===== src/rtl/cheriot_dv_mem_cmd_mon_if.sv =====
// ---------------------------------------------------------------------------
// cheriot_dv_mem_cmd_mon_if : observed memory ports plus the command record stream
// Revision: 1.0
// ---------------------------------------------------------------------------
`default_nettype none

interface cheriot_dv_mem_cmd_mon_if #(
   parameter int NCh = 2
);
   logic [NCh-1:0]    req_i;
   logic [NCh-1:0]    gnt_i;
   logic [NCh-1:0]    we_i;
   logic [NCh-1:0]    is_cap_i;
   logic [NCh*4-1:0]  be_i;
   logic [NCh*32-1:0] addr_i;
   logic [NCh*33-1:0] wdata_i;
   logic [NCh-1:0]    rvalid_i;
   logic [NCh*33-1:0] rdata_i;
   logic [NCh-1:0]    err_i;
   logic              cmd_valid_o;
   logic              cmd_ready_i;
   logic [112:0]      cmd_o;

   modport master (
      output req_i, gnt_i, we_i, is_cap_i, be_i, addr_i, wdata_i,
      output rvalid_i, rdata_i, err_i, cmd_ready_i,
      input  cmd_valid_o, cmd_o
   );

   modport slave (
      input  req_i, gnt_i, we_i, is_cap_i, be_i, addr_i, wdata_i,
      input  rvalid_i, rdata_i, err_i, cmd_ready_i,
      output cmd_valid_o, cmd_o
   );
endinterface

`default_nettype wire


===== src/rtl/cheriot_dv_mem_cmd_mon.sv =====
// ---------------------------------------------------------------------------
// cheriot_dv_mem_cmd_mon : pairs granted requests with in-order responses per
// channel and streams completed command records through a round-robin skid slot
// Revision: 1.0
// ---------------------------------------------------------------------------
`default_nettype none

module cheriot_dv_mem_cmd_mon #(
   parameter int NCh            = 2,
   parameter int MaxOutstanding = 4,
   parameter int CplDepth       = 4,
   parameter int SeqW           = 5
) (
   input  wire logic                   clk_i,
   input  wire logic                   rst_ni,
   cheriot_dv_mem_cmd_mon_if.slave     mem,
   output logic [NCh-1:0]              pend_ovf_o,
   output logic [NCh-1:0]              orphan_o,
   output logic [NCh-1:0]              cpl_drop_o,
   output logic [15:0]                 drop_cnt_o
);
   localparam int CMD_W  = 113;
   localparam int PEND_W = $clog2(MaxOutstanding);
   localparam int CPL_W  = $clog2(CplDepth);
   localparam int RR_W   = (NCh > 1) ? $clog2(NCh) : 1;

   typedef struct packed {
      logic            is_cap;
      logic            we;
      logic [3:0]      be;
      logic [29:0]     addr;
      logic [32:0]     wdata;
      logic [SeqW-1:0] seq;
   } pend_t;

   logic [NCh-1:0]   cpl_nonempty;
   logic [NCh-1:0]   cpl_pop;
   logic [NCh-1:0]   drop_now;
   logic [CMD_W-1:0] cpl_head [NCh];

   for (genvar c = 0; c < NCh; c++) begin : g_ch
      pend_t             pq [MaxOutstanding];
      logic [PEND_W:0]   pq_wp, pq_rp;
      logic [SeqW-1:0]   seq;
      logic [CMD_W-1:0]  cq [CplDepth];
      logic [CPL_W:0]    cq_wp, cq_rp;
      logic              ovf_q, orphan_q, drop_q;
      logic              accept, pq_empty, pq_full, pq_pop, pq_push;
      logic              cq_full, cq_push;
      pend_t             head, entry;
      logic [7:0]        flag;
      logic [CMD_W-1:0]  rec;
      logic [1:0]        addr_lsbs;
      logic              unused_addr_lsbs;

      assign accept   = mem.req_i[c] & mem.gnt_i[c];
      assign pq_empty = (pq_wp == pq_rp);
      assign pq_full  = (pq_wp[PEND_W] != pq_rp[PEND_W]) &&
                        (pq_wp[PEND_W-1:0] == pq_rp[PEND_W-1:0]);
      // A response never matches the request granted in the same cycle
      assign pq_pop   = mem.rvalid_i[c] & ~pq_empty;
      assign pq_push  = accept & (~pq_full | pq_pop);

      assign entry = {mem.is_cap_i[c], mem.we_i[c], mem.be_i[c*4 +: 4],
                      mem.addr_i[c*32+2 +: 30],
                      mem.we_i[c] ? mem.wdata_i[c*33 +: 33] : 33'd0, seq};
      assign addr_lsbs        = mem.addr_i[c*32 +: 2];
      assign unused_addr_lsbs = ^addr_lsbs;

      assign head = pq[pq_rp[PEND_W-1:0]];
      assign flag = (8'(c) << SeqW) | 8'(head.seq);
      assign rec  = {flag, head.is_cap, head.we, head.be, 2'b00, head.addr, head.wdata,
                     head.we ? 33'd0 : mem.rdata_i[c*33 +: 33], mem.err_i[c]};

      assign cq_full = (cq_wp[CPL_W] != cq_rp[CPL_W]) &&
                       (cq_wp[CPL_W-1:0] == cq_rp[CPL_W-1:0]);
      assign cq_push = pq_pop & (~cq_full | cpl_pop[c]);

      assign drop_now[c]     = pq_pop & cq_full & ~cpl_pop[c];
      assign cpl_nonempty[c] = (cq_wp != cq_rp);
      assign cpl_head[c]     = cq[cq_rp[CPL_W-1:0]];
      assign pend_ovf_o[c]   = ovf_q;
      assign orphan_o[c]     = orphan_q;
      assign cpl_drop_o[c]   = drop_q;

      always_ff @(posedge clk_i) begin
         if (pq_push) pq[pq_wp[PEND_W-1:0]] <= entry;
         if (cq_push) cq[cq_wp[CPL_W-1:0]] <= rec;
      end

      always_ff @(posedge clk_i or negedge rst_ni) begin
         if (!rst_ni) begin
            pq_wp    <= '0;
            pq_rp    <= '0;
            seq      <= '0;
            cq_wp    <= '0;
            cq_rp    <= '0;
            ovf_q    <= 1'b0;
            orphan_q <= 1'b0;
            drop_q   <= 1'b0;
         end else begin
            if (pq_push) begin
               pq_wp <= pq_wp + 1'b1;
               seq   <= seq + 1'b1;
            end
            if (pq_pop)     pq_rp <= pq_rp + 1'b1;
            if (cq_push)    cq_wp <= cq_wp + 1'b1;
            if (cpl_pop[c]) cq_rp <= cq_rp + 1'b1;
            ovf_q    <= ovf_q | (accept & pq_full & ~pq_pop);
            orphan_q <= orphan_q | (mem.rvalid_i[c] & pq_empty);
            drop_q   <= drop_q | drop_now[c];
         end
      end
   end

   logic              out_valid;
   logic [CMD_W-1:0]  out_data;
   logic [RR_W-1:0]   rr;
   logic [RR_W-1:0]   winner;
   logic [RR_W:0]     cand;
   logic              found;
   logic              load;
   logic [15:0]       drop_cnt;
   logic [3:0]        drop_sum;
   logic [16:0]       drop_next;

   // Skid slot refills whenever it is empty or being handed off this cycle
   always_comb begin
      load    = ~out_valid | mem.cmd_ready_i;
      found   = 1'b0;
      winner  = '0;
      cand    = '0;
      cpl_pop = '0;
      for (int i = 0; i < NCh; i++) begin
         cand = {1'b0, rr} + (RR_W+1)'(i);
         if (cand >= (RR_W+1)'(NCh)) cand = cand - (RR_W+1)'(NCh);
         if (!found && cpl_nonempty[cand[RR_W-1:0]]) begin
            found  = 1'b1;
            winner = cand[RR_W-1:0];
         end
      end
      if (load && found) cpl_pop[winner] = 1'b1;
   end

   always_comb begin
      drop_sum = '0;
      for (int i = 0; i < NCh; i++) drop_sum = drop_sum + {3'b000, drop_now[i]};
      drop_next = {1'b0, drop_cnt} + {13'd0, drop_sum};
   end

   always_ff @(posedge clk_i or negedge rst_ni) begin
      if (!rst_ni) begin
         out_valid <= 1'b0;
         out_data  <= '0;
         rr        <= '0;
         drop_cnt  <= '0;
      end else begin
         if (load) begin
            out_valid <= found;
            if (found) begin
               out_data <= cpl_head[winner];
               rr       <= (winner == RR_W'(NCh-1)) ? '0 : winner + 1'b1;
            end
         end
         drop_cnt <= drop_next[16] ? 16'hFFFF : drop_next[15:0];
      end
   end

   assign mem.cmd_valid_o = out_valid;
   assign mem.cmd_o       = out_data;
   assign drop_cnt_o      = drop_cnt;

endmodule

`default_nettype wire


===== src/flat_wrapper.sv =====
// flat-port wrapper written by rule: the top's interface ports become plain ports
module cheriot_dv_mem_cmd_mon_flat 
#(
   parameter int NCh            = 2,
   parameter int MaxOutstanding = 4,
   parameter int CplDepth       = 4,
   parameter int SeqW           = 5
)
  (clk_i, rst_ni, pend_ovf_o, orphan_o, cpl_drop_o, drop_cnt_o, mem_req_i, mem_gnt_i, mem_we_i, mem_is_cap_i, mem_be_i, mem_addr_i, mem_wdata_i, mem_rvalid_i, mem_rdata_i, mem_err_i, mem_cmd_ready_i, mem_cmd_valid_o, mem_cmd_o);
  cheriot_dv_mem_cmd_mon_if #(.NCh(NCh)) mem_i ();
  input  wire logic clk_i;
  input  wire logic rst_ni;
  output logic [NCh-1:0] pend_ovf_o;
  output logic [NCh-1:0] orphan_o;
  output logic [NCh-1:0] cpl_drop_o;
  output logic [15:0] drop_cnt_o;
  input wire logic [$bits(mem_i.req_i)-1:0] mem_req_i;
  input wire logic [$bits(mem_i.gnt_i)-1:0] mem_gnt_i;
  input wire logic [$bits(mem_i.we_i)-1:0] mem_we_i;
  input wire logic [$bits(mem_i.is_cap_i)-1:0] mem_is_cap_i;
  input wire logic [$bits(mem_i.be_i)-1:0] mem_be_i;
  input wire logic [$bits(mem_i.addr_i)-1:0] mem_addr_i;
  input wire logic [$bits(mem_i.wdata_i)-1:0] mem_wdata_i;
  input wire logic [$bits(mem_i.rvalid_i)-1:0] mem_rvalid_i;
  input wire logic [$bits(mem_i.rdata_i)-1:0] mem_rdata_i;
  input wire logic [$bits(mem_i.err_i)-1:0] mem_err_i;
  input wire logic [$bits(mem_i.cmd_ready_i)-1:0] mem_cmd_ready_i;
  output wire logic [$bits(mem_i.cmd_valid_o)-1:0] mem_cmd_valid_o;
  output wire logic [$bits(mem_i.cmd_o)-1:0] mem_cmd_o;
  assign mem_i.req_i = mem_req_i;
  assign mem_i.gnt_i = mem_gnt_i;
  assign mem_i.we_i = mem_we_i;
  assign mem_i.is_cap_i = mem_is_cap_i;
  assign mem_i.be_i = mem_be_i;
  assign mem_i.addr_i = mem_addr_i;
  assign mem_i.wdata_i = mem_wdata_i;
  assign mem_i.rvalid_i = mem_rvalid_i;
  assign mem_i.rdata_i = mem_rdata_i;
  assign mem_i.err_i = mem_err_i;
  assign mem_i.cmd_ready_i = mem_cmd_ready_i;
  assign mem_cmd_valid_o = mem_i.cmd_valid_o;
  assign mem_cmd_o = mem_i.cmd_o;
  cheriot_dv_mem_cmd_mon #(.NCh(NCh), .MaxOutstanding(MaxOutstanding), .CplDepth(CplDepth), .SeqW(SeqW)) u_core (.clk_i(clk_i), .rst_ni(rst_ni), .mem(mem_i), .pend_ovf_o(pend_ovf_o), .orphan_o(orphan_o), .cpl_drop_o(cpl_drop_o), .drop_cnt_o(drop_cnt_o));
endmodule

===== config.mk =====
export PLATFORM = sky130hd
export DESIGN_NAME = cheriot_dv_mem_cmd_mon_flat
export DESIGN_NICKNAME = d
export VERILOG_FILES = /design/src/rtl/cheriot_dv_mem_cmd_mon_if.sv /design/src/rtl/cheriot_dv_mem_cmd_mon.sv /design/src/flat_wrapper.sv
export SDC_FILE = /design/constraint.sdc
export NUM_CORES = 1
export LEC_CHECK = 0
export ABC_AREA = 0
export CAP_MARGIN = 30
export CORE_AREA = 2 2 241 481
export CTS_CLUSTER_DIAMETER = 30
export DETAILED_ROUTE_END_ITERATION = 8
export DIE_AREA = 0 0 243 483
export PLACE_DENSITY = 0.84
export RECOVER_POWER = 25
export SYNTH_ARGS = -nofsm -noshare
export SYNTH_HDL_FRONTEND = slang
export SYNTH_SLANG_ARGS = --single-unit

===== constraint.sdc =====
create_clock -name clk_i -period 7.6 [get_ports clk_i]
set_input_delay 1.52 -clock clk_i [delete_from_list [all_inputs] [get_ports clk_i]]
set_output_delay 1.52 -clock clk_i [all_outputs]
set_load 0.05 [all_outputs]

==> impl_metrics.xml, run 1 <==
<?xml version="1.0" encoding="UTF-8"?>
<metrics>
  <group name="outcome">
    <metric name="outcome" unit="">complete, but fails checks</metric>
    <metric name="failed_checks" unit="">capacitance limit, slew limit</metric>
  </group>
  <group name="logic_synthesis">
    <metric name="synth_area_per_cell" unit="sq um">21.0</metric>
    <metric name="synth-edff-count" unit="">1456</metric>
    <metric name="cell_area_after_synthesis" unit="sq um">62100</metric>
    <metric name="synth_cell_types" unit="">48</metric>
    <metric name="ys.warnings.count" unit="">0</metric>
    <metric name="yosysTopAreaCell" unit="">sky130_fd_sc_hd__edfxtp_1</metric>
    <metric name="synthFlopType" unit="">sky130_fd_sc_hd__edfxtp_1</metric>
    <metric name="ys_seq_elements" unit="">1623</metric>
    <metric name="seq_area_frac_synth" unit="%">77.1</metric>
    <metric name="netlist_instances" unit="">2953</metric>
    <metric name="synth_area_leaders" unit="">sky130_fd_sc_hd__edfxtp_1 70%, sky130_fd_sc_hd__mux4_2 13%, sky130_fd_sc_hd__dfrtp_1 6.7%</metric>
    <metric name="synth_top_cell_area_share" unit="%">70.4</metric>
    <metric name="async_flop_share" unit="%">10.3</metric>
  </group>
  <group name="route">
    <metric name="wl" unit="mm">157</metric>
    <metric name="first_pass_iters" unit="">7</metric>
    <metric name="route.vias.total" unit="">31600</metric>
    <metric name="antenna_violating_nets_post_route" unit="">0</metric>
    <metric name="number_of_drc_violations_after_detailed_routing_iteration_0" unit="">3611</metric>
    <metric name="wire_per_inst" unit="microns">31.6</metric>
    <metric name="remaining_drc_errors" unit="">0</metric>
    <metric name="post_drt_via_cell_ratio" unit="">6.35</metric>
  </group>
  <group name="worst_setup_path">
    <metric name="worstSetupPathType" unit="">flip-flop to flip-flop</metric>
    <metric name="r2r_setup_slk" unit="ns">1.93</metric>
    <metric name="timing.critical_path.fanout_max" unit="">39</metric>
    <metric name="critPathArrivalTime" unit="ns">6.14</metric>
    <metric name="endpoint_of_the_most_critical_register_to_register_path" unit="">u_core.g_ch[0].cq[0][96]</metric>
    <metric name="required" unit="ns">8.06</metric>
    <metric name="critPathCaptureType" unit="">flip-flop</metric>
    <metric name="worst_reg2reg_path_depth" unit="">3</metric>
    <metric name="reg2reg_from" unit="">u_core.g_ch[0].pq_rp[0]</metric>
    <metric name="critical_path.startpoint_type" unit="">flip-flop</metric>
  </group>
  <group name="placed_design">
    <metric name="detailed_place_hpwl" unit="mm">91.1</metric>
    <metric name="buffers_added_on_ports" unit="">346</metric>
    <metric name="place.gp.congestion" unit="">0.830</metric>
    <metric name="placed_cells" unit="">4674</metric>
  </group>
  <group name="floorplanning">
    <metric name="initial_utilization" unit="%">54.8</metric>
    <metric name="die_w" unit="microns">243</metric>
    <metric name="fp.dieH" unit="microns">483</metric>
    <metric name="boundaryPins" unit="">355</metric>
    <metric name="fp-row-count" unit="">175</metric>
    <metric name="core" unit="sq um">113000</metric>
    <metric name="die-area" unit="sq um">117000</metric>
  </group>
  <group name="global_route">
    <metric name="grt_usage" unit="%">26.8</metric>
    <metric name="grt_pass1_vias" unit="">32900</metric>
    <metric name="globalRouteOverflowTotal" unit="">0</metric>
    <metric name="grt_start_max_net_pins" unit="">92</metric>
    <metric name="grt_first_pass_wirelength" unit="mm">226</metric>
    <metric name="initial_antenna_violation_count" unit="">17</metric>
  </group>
  <group name="worst_hold_path">
    <metric name="holdCritPathClass" unit="">flip-flop to flip-flop</metric>
    <metric name="holdPathStages" unit="">1</metric>
    <metric name="min-delay-start" unit="">u_core.g_ch[1].drop_q</metric>
    <metric name="hold_path_end" unit="">u_core.g_ch[1].drop_q</metric>
  </group>
  <group name="cts">
    <metric name="cts_setup_buffers" unit="">0</metric>
    <metric name="clockRootBuffer" unit="">sky130_fd_sc_hd__clkbuf_16</metric>
    <metric name="cts_htree_levels" unit="">4</metric>
    <metric name="holdBufCountCts" unit="">0</metric>
    <metric name="cts_resized" unit="">0</metric>
    <metric name="cts.sink_count" unit="">1623</metric>
    <metric name="cts_max_path_buffers" unit="">3</metric>
    <metric name="clock_insertion_delay_worst_skew" unit="ns">0.78</metric>
    <metric name="cts.clk_slew.worst_paths" unit="ns">0.07</metric>
    <metric name="tritoncts" unit="">yes</metric>
    <metric name="cts_buffers" unit="">159</metric>
  </group>
  <group name="power_and_ir_drop">
    <metric name="power_frac_seq" unit="%">43.5</metric>
    <metric name="p_comb_share" unit="%">31.6</metric>
    <metric name="fraction_of_power_spent_switching_nets" unit="%">34.5</metric>
    <metric name="vdd_ir_drop_max" unit="mV">0.353</metric>
    <metric name="intPower" unit="mW">21.1</metric>
    <metric name="part_of_the_total_power_dissipated_in_the_clock_network" unit="%">24.9</metric>
    <metric name="total_leakage_power" unit="nW">24.4</metric>
    <metric name="cellPowerDensity" unit="nW/um^2">443</metric>
    <metric name="netSwitchingPower" unit="mW">11.1</metric>
  </group>
  <group name="timing">
    <metric name="maxSlewViolCount" unit="">288</metric>
    <metric name="grt_setup_unrepaired" unit="">no</metric>
    <metric name="fin_worst_hold_slack" unit="ns">0.478</metric>
    <metric name="hold_viol_final" unit="">0</metric>
    <metric name="post-route-min-period" unit="ns">5.67</metric>
    <metric name="slew_headroom" unit="%">-168</metric>
    <metric name="timing.setup.tns" unit="ns">0</metric>
    <metric name="achievable-frequency" unit="MHz">176</metric>
    <metric name="final-setup-viol-count" unit="">0</metric>
    <metric name="timing.clock.skew" unit="ns">0.0313</metric>
    <metric name="worst_pin_slew" unit="ns">4.02</metric>
    <metric name="post-route-period-util" unit="%">74.6</metric>
  </group>
  <group name="final_layout">
    <metric name="num-nets-final" unit="">3582</metric>
    <metric name="final-instance-count-excl-fill" unit="">4980</metric>
    <metric name="fillerInstances" unit="">7140</metric>
    <metric name="layout-drive-gt1-share" unit="%">20.6</metric>
    <metric name="syn_to_final_growth" unit="%">17.2</metric>
  </group>
  <group name="job">
    <metric name="drv.max_cap_violation_count" unit="">6</metric>
  </group>
</metrics>
-- critical path: stages (launching register included) --
cell and delay, ns:
sky130_fd_sc_hd__dfrtp_1 0.80, sky130_fd_sc_hd__clkbuf_1 2.86, sky130_fd_sc_hd__buf_4 0.90, sky130_fd_sc_hd__mux4_2 0.76
-- synth_stat cells, types with 3 or more instances --
library cell,instances
sky130_fd_sc_hd__edfxtp_1,1456
sky130_fd_sc_hd__nand2_1,28
sky130_fd_sc_hd__a21oi_1,4
sky130_fd_sc_hd__buf_2,76
sky130_fd_sc_hd__o21ai_0,6
sky130_fd_sc_hd__and3_1,5
sky130_fd_sc_hd__nand4_1,9
sky130_fd_sc_hd__mux4_2,364
sky130_fd_sc_hd__o221ai_1,108
sky130_fd_sc_hd__clkbuf_1,84
sky130_fd_sc_hd__inv_1,235
sky130_fd_sc_hd__nor3_1,3
sky130_fd_sc_hd__xor2_1,18
sky130_fd_sc_hd__and2_1,81
sky130_fd_sc_hd__o2111ai_1,109
sky130_fd_sc_hd__dfrtp_1,167
sky130_fd_sc_hd__ha_1,25
sky130_fd_sc_hd__xnor2_1,30
sky130_fd_sc_hd__nand3_1,5
sky130_fd_sc_hd__and4_1,4
sky130_fd_sc_hd__nor2_1,3
sky130_fd_sc_hd__a41oi_1,3
sky130_fd_sc_hd__buf_1,9
sky130_fd_sc_hd__nor2b_1,69
sky130_fd_sc_hd__mux2_1,4
sky130_fd_sc_hd__buf_4,13
sky130_fd_sc_hd__a31oi_1,3
-- sequential cells by signal (all words and copies together), names as in the netlist --
signal / flops
u_core.drop_cnt_o: 16
u_core.g_ch.cq: 864
u_core.g_ch.cq_rp: 6
u_core.g_ch.cq_wp: 6
u_core.g_ch.drop_q: 2
u_core.g_ch.orphan_q: 2
u_core.g_ch.ovf_q: 2
u_core.g_ch.pq: 592
u_core.g_ch.pq_rp: 6
u_core.g_ch.pq_wp: 6
u_core.g_ch.seq: 10
u_core.mem.cmd_o: 109
u_core.mem.cmd_valid_o: 1
u_core.rr: 1
-- layout make-up --
type,count,area (sq um),area share [%]
clock buffer,188,4280,5.88
tap,1504,1880,2.59
inverter,235,882,1.21
sequential,1623,47900,65.9
clock inverter,105,1130,1.55
timing repair buffer,403,4070,5.59
antenna,7,17.5,0.0241
multi-input combinational,915,12600,17.3
-- layout by cell type (no fill, tap or decap), types with 7 or more instances in the layout --
master	n
sky130_fd_sc_hd__and2_0	66
sky130_fd_sc_hd__and2_4	14
sky130_fd_sc_hd__buf_16	7
sky130_fd_sc_hd__buf_4	39
sky130_fd_sc_hd__bufinv_16	14
sky130_fd_sc_hd__clkbuf_1	23
sky130_fd_sc_hd__clkbuf_16	166
sky130_fd_sc_hd__clkdlybuf4s50_1	270
sky130_fd_sc_hd__clkinv_1	14
sky130_fd_sc_hd__clkinv_2	15
sky130_fd_sc_hd__clkinv_4	17
sky130_fd_sc_hd__clkinvlp_4	15
sky130_fd_sc_hd__dfrtp_1	159
sky130_fd_sc_hd__dfrtp_4	8
sky130_fd_sc_hd__diode_2	7
sky130_fd_sc_hd__dlygate4sd3_1	75
sky130_fd_sc_hd__edfxtp_1	1456
sky130_fd_sc_hd__ha_1	25
sky130_fd_sc_hd__inv_1	235
sky130_fd_sc_hd__inv_6	21
sky130_fd_sc_hd__mux4_2	364
sky130_fd_sc_hd__nand2_1	28
sky130_fd_sc_hd__nand4_1	9
sky130_fd_sc_hd__nor2b_1	69
sky130_fd_sc_hd__o2111ai_1	109
sky130_fd_sc_hd__o221ai_1	108
sky130_fd_sc_hd__xnor2_1	30
sky130_fd_sc_hd__xor2_1	18
-- power by group through the flow --
stage               logic [mW]  registers, mW  clock network [mW]
floorplan                 5.77           14.6                   0
global placement          9.64           13.9                   0
detailed placement        9.95           14.1                   0
CTS                       10.2           14.0                8.09
global route              10.6           14.2                8.39
finish                    10.2           14.0                8.01
-- routing by layer --
metal  routed length [microns]  GRT usage (%)  up-vias
met4                      8110           12.5        6
met1                     50800           30.9    16400
met5                        38              0        -
met2                     84200           47.6     2084
met3                     14200           5.98      386
li1                          -              -    12800
-- logic make-up (layout without fill, tap and decap cells) --
| logic type | count (synthesis) | after routing | synth area share (%) |
|---|---|---|---|
| xor+xnor | 48 | 48 | 0.677 |
| simple gates | 220 | 220 | 2.13 |
| other cells | 1 | 11 | 0.00604 |
| buf+inv | 418 | 931 | 2.77 |
| compound gates | 245 | 245 | 3.42 |
| flops | 1623 | 1623 | 77.1 |
| mux | 372 | 372 | 13.3 |
| fa+ha+maj | 26 | 26 | 0.536 |
-- worst max-delay path by stage --
stage	from	to	slack, ns	cells after the start
2_1_floorplan	mem_cmd_ready_i	u_core.g_ch[0].cq[3][0]	0.33	3
4_1_cts	u_core.g_ch[1].pq_rp[0]	u_core.drop_cnt_o[13]	2.68	12
3_5_place_dp	mem_rvalid_i[1]	u_core.drop_cnt_o[0]	2.07	12
3_3_place_gp	mem_rvalid_i[1]	u_core.drop_cnt_o[6]	2.18	12
5_1_grt	u_core.g_ch[0].pq_rp[0]	u_core.g_ch[0].cq[2][88]	1.35	3
6_report	u_core.g_ch[0].pq_rp[0]	u_core.g_ch[0].cq[0][96]	1.93	3
-- stage by stage --
step	power, mW	instance area (sq um)	utilization, %	setup slack, ns
finish	32.2	72800	64.2	1.93
global route	33.2	72800	64.2	1.35
CTS	32.3	72600	64.0	2.68
detailed placement	24.0	67200	59.3	2.07
global placement	23.5	67200	59.2	2.18
floorplan	20.4	62100	-	0.331
(Power assumes the default switching activity.)
==> inputs of run 2 (changes only) <==
--- a/config.mk
+++ b/config.mk
@@ -7,11 +7,11 @@
 export LEC_CHECK = 0
 export ABC_AREA = 0
 export CAP_MARGIN = 30
-export CORE_AREA = 2 2 241 481
+export CORE_AREA = 2 2 243 485
 export CTS_CLUSTER_DIAMETER = 30
 export DETAILED_ROUTE_END_ITERATION = 8
-export DIE_AREA = 0 0 243 483
-export PLACE_DENSITY = 0.84
+export DIE_AREA = 0 0 245 487
+export PLACE_DENSITY = 0.86
 export RECOVER_POWER = 25
 export SYNTH_ARGS = -nofsm -noshare
 export SYNTH_HDL_FRONTEND = slang
==> constraint.sdc (replaced) <==
create_clock -name clk_i -period 4.8 [get_ports clk_i]
set_input_delay 0.96 -clock clk_i [delete_from_list [all_inputs] [get_ports clk_i]]
set_output_delay 0.96 -clock clk_i [all_outputs]
set_load 0.05 [all_outputs]
==> run 2 against run 1 <==
  * The run still ends with capacitance limit, slew limit left
  * Clock skew is 0.0088 ns higher
  * Routed wire length is 12% higher
  * Clock power grew 76%
  * Fmax is 32% higher
  * Final area up 1.2%
  * Die area up 1.7%
  * Largest power group unchanged
==> impl_metrics.xml, run 2 (same netlist as run 1, synthesis figures left out) <==
<?xml version="1.0" encoding="UTF-8"?>
<metrics>
  <group name="timing">
    <metric name="timing.clock.skew" unit="ns">0.0401</metric>
    <metric name="achievable-frequency" unit="MHz">233</metric>
    <metric name="worst_pin_slew" unit="ns">2.88</metric>
    <metric name="maxSlewViolCount" unit="">113</metric>
    <metric name="grt_setup_unrepaired" unit="">no</metric>
    <metric name="timing.setup.tns" unit="ns">0</metric>
    <metric name="slew_headroom" unit="%">-91.8</metric>
    <metric name="final-setup-viol-count" unit="">0</metric>
    <metric name="post-route-min-period" unit="ns">4.29</metric>
    <metric name="post-route-period-util" unit="%">89.3</metric>
    <metric name="hold_viol_final" unit="">0</metric>
  </group>
  <group name="global_route">
    <metric name="met1_usage" unit="%">35.3</metric>
    <metric name="grt_first_pass_wirelength" unit="mm">249</metric>
    <metric name="grt.met3_usage" unit="%">7.45</metric>
    <metric name="initial_antenna_violation_count" unit="">27</metric>
    <metric name="gr_met2_demand_resource" unit="%">48.6</metric>
    <metric name="grt_start_max_net_pins" unit="">113</metric>
    <metric name="globalRouteOverflowTotal" unit="">0</metric>
    <metric name="grt_pass1_vias" unit="">34900</metric>
    <metric name="grt_usage" unit="%">29.3</metric>
    <metric name="busiest_layer" unit="">met2</metric>
  </group>
  <group name="job">
    <metric name="drv.max_cap_violation_count" unit="">3</metric>
  </group>
  <group name="final_layout">
    <metric name="commonest_non_fill_non_tap_cell_in_the_layout" unit="">sky130_fd_sc_hd__edfxtp_1</metric>
    <metric name="final_cell_mix" unit="">1456 x sky130_fd_sc_hd__edfxtp_1, 364 x sky130_fd_sc_hd__mux4_2, 271 x sky130_fd_sc_hd__clkdlybuf4s50_1, 235 x sky130_fd_sc_hd__inv_1, 173 x sky130_fd_sc_hd__clkbuf_16</metric>
    <metric name="total_area_of_multi_input_combinational_cells" unit="sq um">12600</metric>
    <metric name="layout-drive-gt1-share" unit="%">21.3</metric>
    <metric name="syn_to_final_growth" unit="%">18.6</metric>
    <metric name="num-nets-final" unit="">3594</metric>
    <metric name="fillerInstances" unit="">6823</metric>
    <metric name="largest_register_ffs" unit="">864</metric>
    <metric name="seq_area" unit="sq um">47900</metric>
    <metric name="finalInstanceArea" unit="sq um">73700</metric>
  </group>
  <group name="cts">
    <metric name="cts_resized" unit="">0</metric>
    <metric name="cts_htree_levels" unit="">4</metric>
    <metric name="cts_buffers" unit="">167</metric>
    <metric name="holdBufCountCts" unit="">0</metric>
    <metric name="cts_max_path_buffers" unit="">3</metric>
    <metric name="tritoncts" unit="">yes</metric>
    <metric name="cts.sink_count" unit="">1623</metric>
    <metric name="clock_insertion_delay_worst_skew" unit="ns">0.79</metric>
    <metric name="cts_setup_buffers" unit="">0</metric>
    <metric name="cts.clk_slew.worst_paths" unit="ns">0.07</metric>
    <metric name="clockRootBuffer" unit="">sky130_fd_sc_hd__clkbuf_16</metric>
  </group>
  <group name="power_and_ir_drop">
    <metric name="netSwitchingPower" unit="mW">19.0</metric>
    <metric name="overall_power" unit="mW">53.6</metric>
    <metric name="p_comb_share" unit="%">32.4</metric>
    <metric name="intPower" unit="mW">34.6</metric>
    <metric name="part_of_the_total_power_dissipated_in_the_clock_network" unit="%">26.3</metric>
    <metric name="fraction_of_power_spent_switching_nets" unit="%">35.5</metric>
    <metric name="cellPowerDensity" unit="nW/um^2">727</metric>
    <metric name="total_leakage_power" unit="nW">24.7</metric>
    <metric name="power_frac_seq" unit="%">41.3</metric>
    <metric name="vdd_ir_drop_max" unit="mV">0.751</metric>
  </group>
  <group name="floorplanning">
    <metric name="core" unit="sq um">116000</metric>
    <metric name="initial_utilization" unit="%">53.6</metric>
    <metric name="fp.dieH" unit="microns">487</metric>
    <metric name="fp-row-count" unit="">177</metric>
    <metric name="die_w" unit="microns">245</metric>
    <metric name="boundaryPins" unit="">355</metric>
    <metric name="die-area" unit="sq um">119000</metric>
  </group>
  <group name="route">
    <metric name="route.vias.total" unit="">34100</metric>
    <metric name="post_drt_via_cell_ratio" unit="">6.77</metric>
    <metric name="wire_per_inst" unit="microns">35.0</metric>
    <metric name="number_of_drc_violations_after_detailed_routing_iteration_0" unit="">5152</metric>
    <metric name="first_pass_iters" unit="">6</metric>
    <metric name="wl" unit="mm">176</metric>
    <metric name="remaining_drc_errors" unit="">0</metric>
    <metric name="antenna_violating_nets_post_route" unit="">0</metric>
  </group>
  <group name="outcome">
    <metric name="outcome" unit="">complete, but fails checks</metric>
    <metric name="failed_checks" unit="">capacitance limit, slew limit</metric>
  </group>
  <group name="worst_setup_path">
    <metric name="critPathArrivalTime" unit="ns">4.94</metric>
    <metric name="required" unit="ns">5.46</metric>
    <metric name="critical_path.startpoint_type" unit="">flip-flop</metric>
    <metric name="timing.critical_path.fanout_max" unit="">14</metric>
    <metric name="critPathCaptureType" unit="">flip-flop</metric>
    <metric name="worstSetupPathType" unit="">flip-flop to flip-flop</metric>
  </group>
  <group name="placed_design">
    <metric name="placed_cell_area" unit="sq um">67600</metric>
    <metric name="buffers_added_on_ports" unit="">346</metric>
    <metric name="detailed_place_hpwl" unit="mm">90.5</metric>
    <metric name="place.gp.congestion" unit="">0.824</metric>
  </group>
  <group name="worst_hold_path">
    <metric name="holdCritPathClass" unit="">flip-flop to flip-flop</metric>
  </group>
</metrics>
[run 2: cell count changes in the layout (fill, tap and decap cells not counted), moves of 3 or more]
cell                        delta
sky130_fd_sc_hd__buf_12       +18
sky130_fd_sc_hd__bufinv_16    +12
sky130_fd_sc_hd__diode_2      +12
sky130_fd_sc_hd__buf_4        -10
sky130_fd_sc_hd__inv_8         +9
sky130_fd_sc_hd__clkbuf_16     +7
sky130_fd_sc_hd__clkinv_1      -6
sky130_fd_sc_hd__clkinv_2      -6
sky130_fd_sc_hd__clkbuf_1      +5
sky130_fd_sc_hd__clkbuf_8      +3
sky130_fd_sc_hd__clkinv_4      -3
[run 2: final timing paths]
check / endpoint / from / cells past startpoint / slack [ns]
worst max-delay path: u_core.drop_cnt_o[13] / u_core.g_ch[1].pq_rp[1] / 12 / 0.51
worst min-delay path: u_core.g_ch[1].drop_q / u_core.g_ch[1].drop_q / 1 / 0.49
worst max register to register: u_core.drop_cnt_o[13] / u_core.g_ch[1].pq_rp[1] / 12 / 0.51
worst min register to register: u_core.g_ch[1].drop_q / u_core.g_ch[1].drop_q / 1 / 0.49
max in group asynchronous: u_core.g_ch[0].cq_rp[0] / rst_ni / 1 / 1.65
min in group asynchronous: u_core.mem.cmd_o[102] / rst_ni / 1 / 1.13
[run 2: cell type report]
| type | instances | area share [%] |
|---|---|---|
| inverters | 235 | 1.20 |
| flip-flops and latches | 1623 | 65.1 |
| multi-input cells | 915 | 17.1 |
| clock buffers | 203 | 6.12 |
| diodes | 19 | 0.0645 |
| repair buffers | 407 | 5.82 |
| clock inverters | 113 | 2.05 |
| well taps | 1521 | 2.58 |
[run 2: worst max-delay path: stages (launching register included)]
cell,delay (ns)
sky130_fd_sc_hd__dfrtp_4,0.61
sky130_fd_sc_hd__xnor2_1,0.50
sky130_fd_sc_hd__a31oi_1,0.20
sky130_fd_sc_hd__buf_4,0.23
sky130_fd_sc_hd__and4_1,0.24
sky130_fd_sc_hd__ha_1,0.34
sky130_fd_sc_hd__ha_1,0.17
sky130_fd_sc_hd__inv_1,0.06
sky130_fd_sc_hd__fa_1,0.43
sky130_fd_sc_hd__and3b_1,0.36
sky130_fd_sc_hd__and3_1,0.33
sky130_fd_sc_hd__nand3_1,0.43
sky130_fd_sc_hd__o21ai_0,0.25
[run 2: through the flow]
stage / util (%) / hold slack, ns / setup slack, ns / std cells
after CTS: 63.5 / 0.358 / 0.569 / 5014
final: 63.6 / 0.490 / 0.514 / 5036
after floorplan: - / 0.435 / -0.101 / 2956
after global placement: 58.3 / 0.459 / 0.166 / 4696
after global routing: 63.6 / 0.495 / 0.396 / 5022
after detailed placement: 58.3 / 0.454 / -0.0549 / 4698
[run 2: per-layer routing]
| metal | vias to the layer above | share of wire [%] | routed length, microns |
|---|---|---|---|
| met5 | - | 0.077 | 136 |
| met4 | 22 | 6.7 | 11800 |
| met3 | 592 | 12 | 21500 |
| met2 | 3235 | 50 | 88200 |
| met1 | 17400 | 31 | 54700 |
| li1 | 12900 | - | - |
[run 2: power by group through the flow]
stage	Sequential (mW)	Clock (mW)	Combinational, mW
floorplan	23.1	0	9.16
global placement	21.5	0	15.6
detailed placement	21.9	0	16.4
CTS	22.0	14.1	17.1
global route	22.2	14.6	17.9
finish	22.1	14.1	17.4
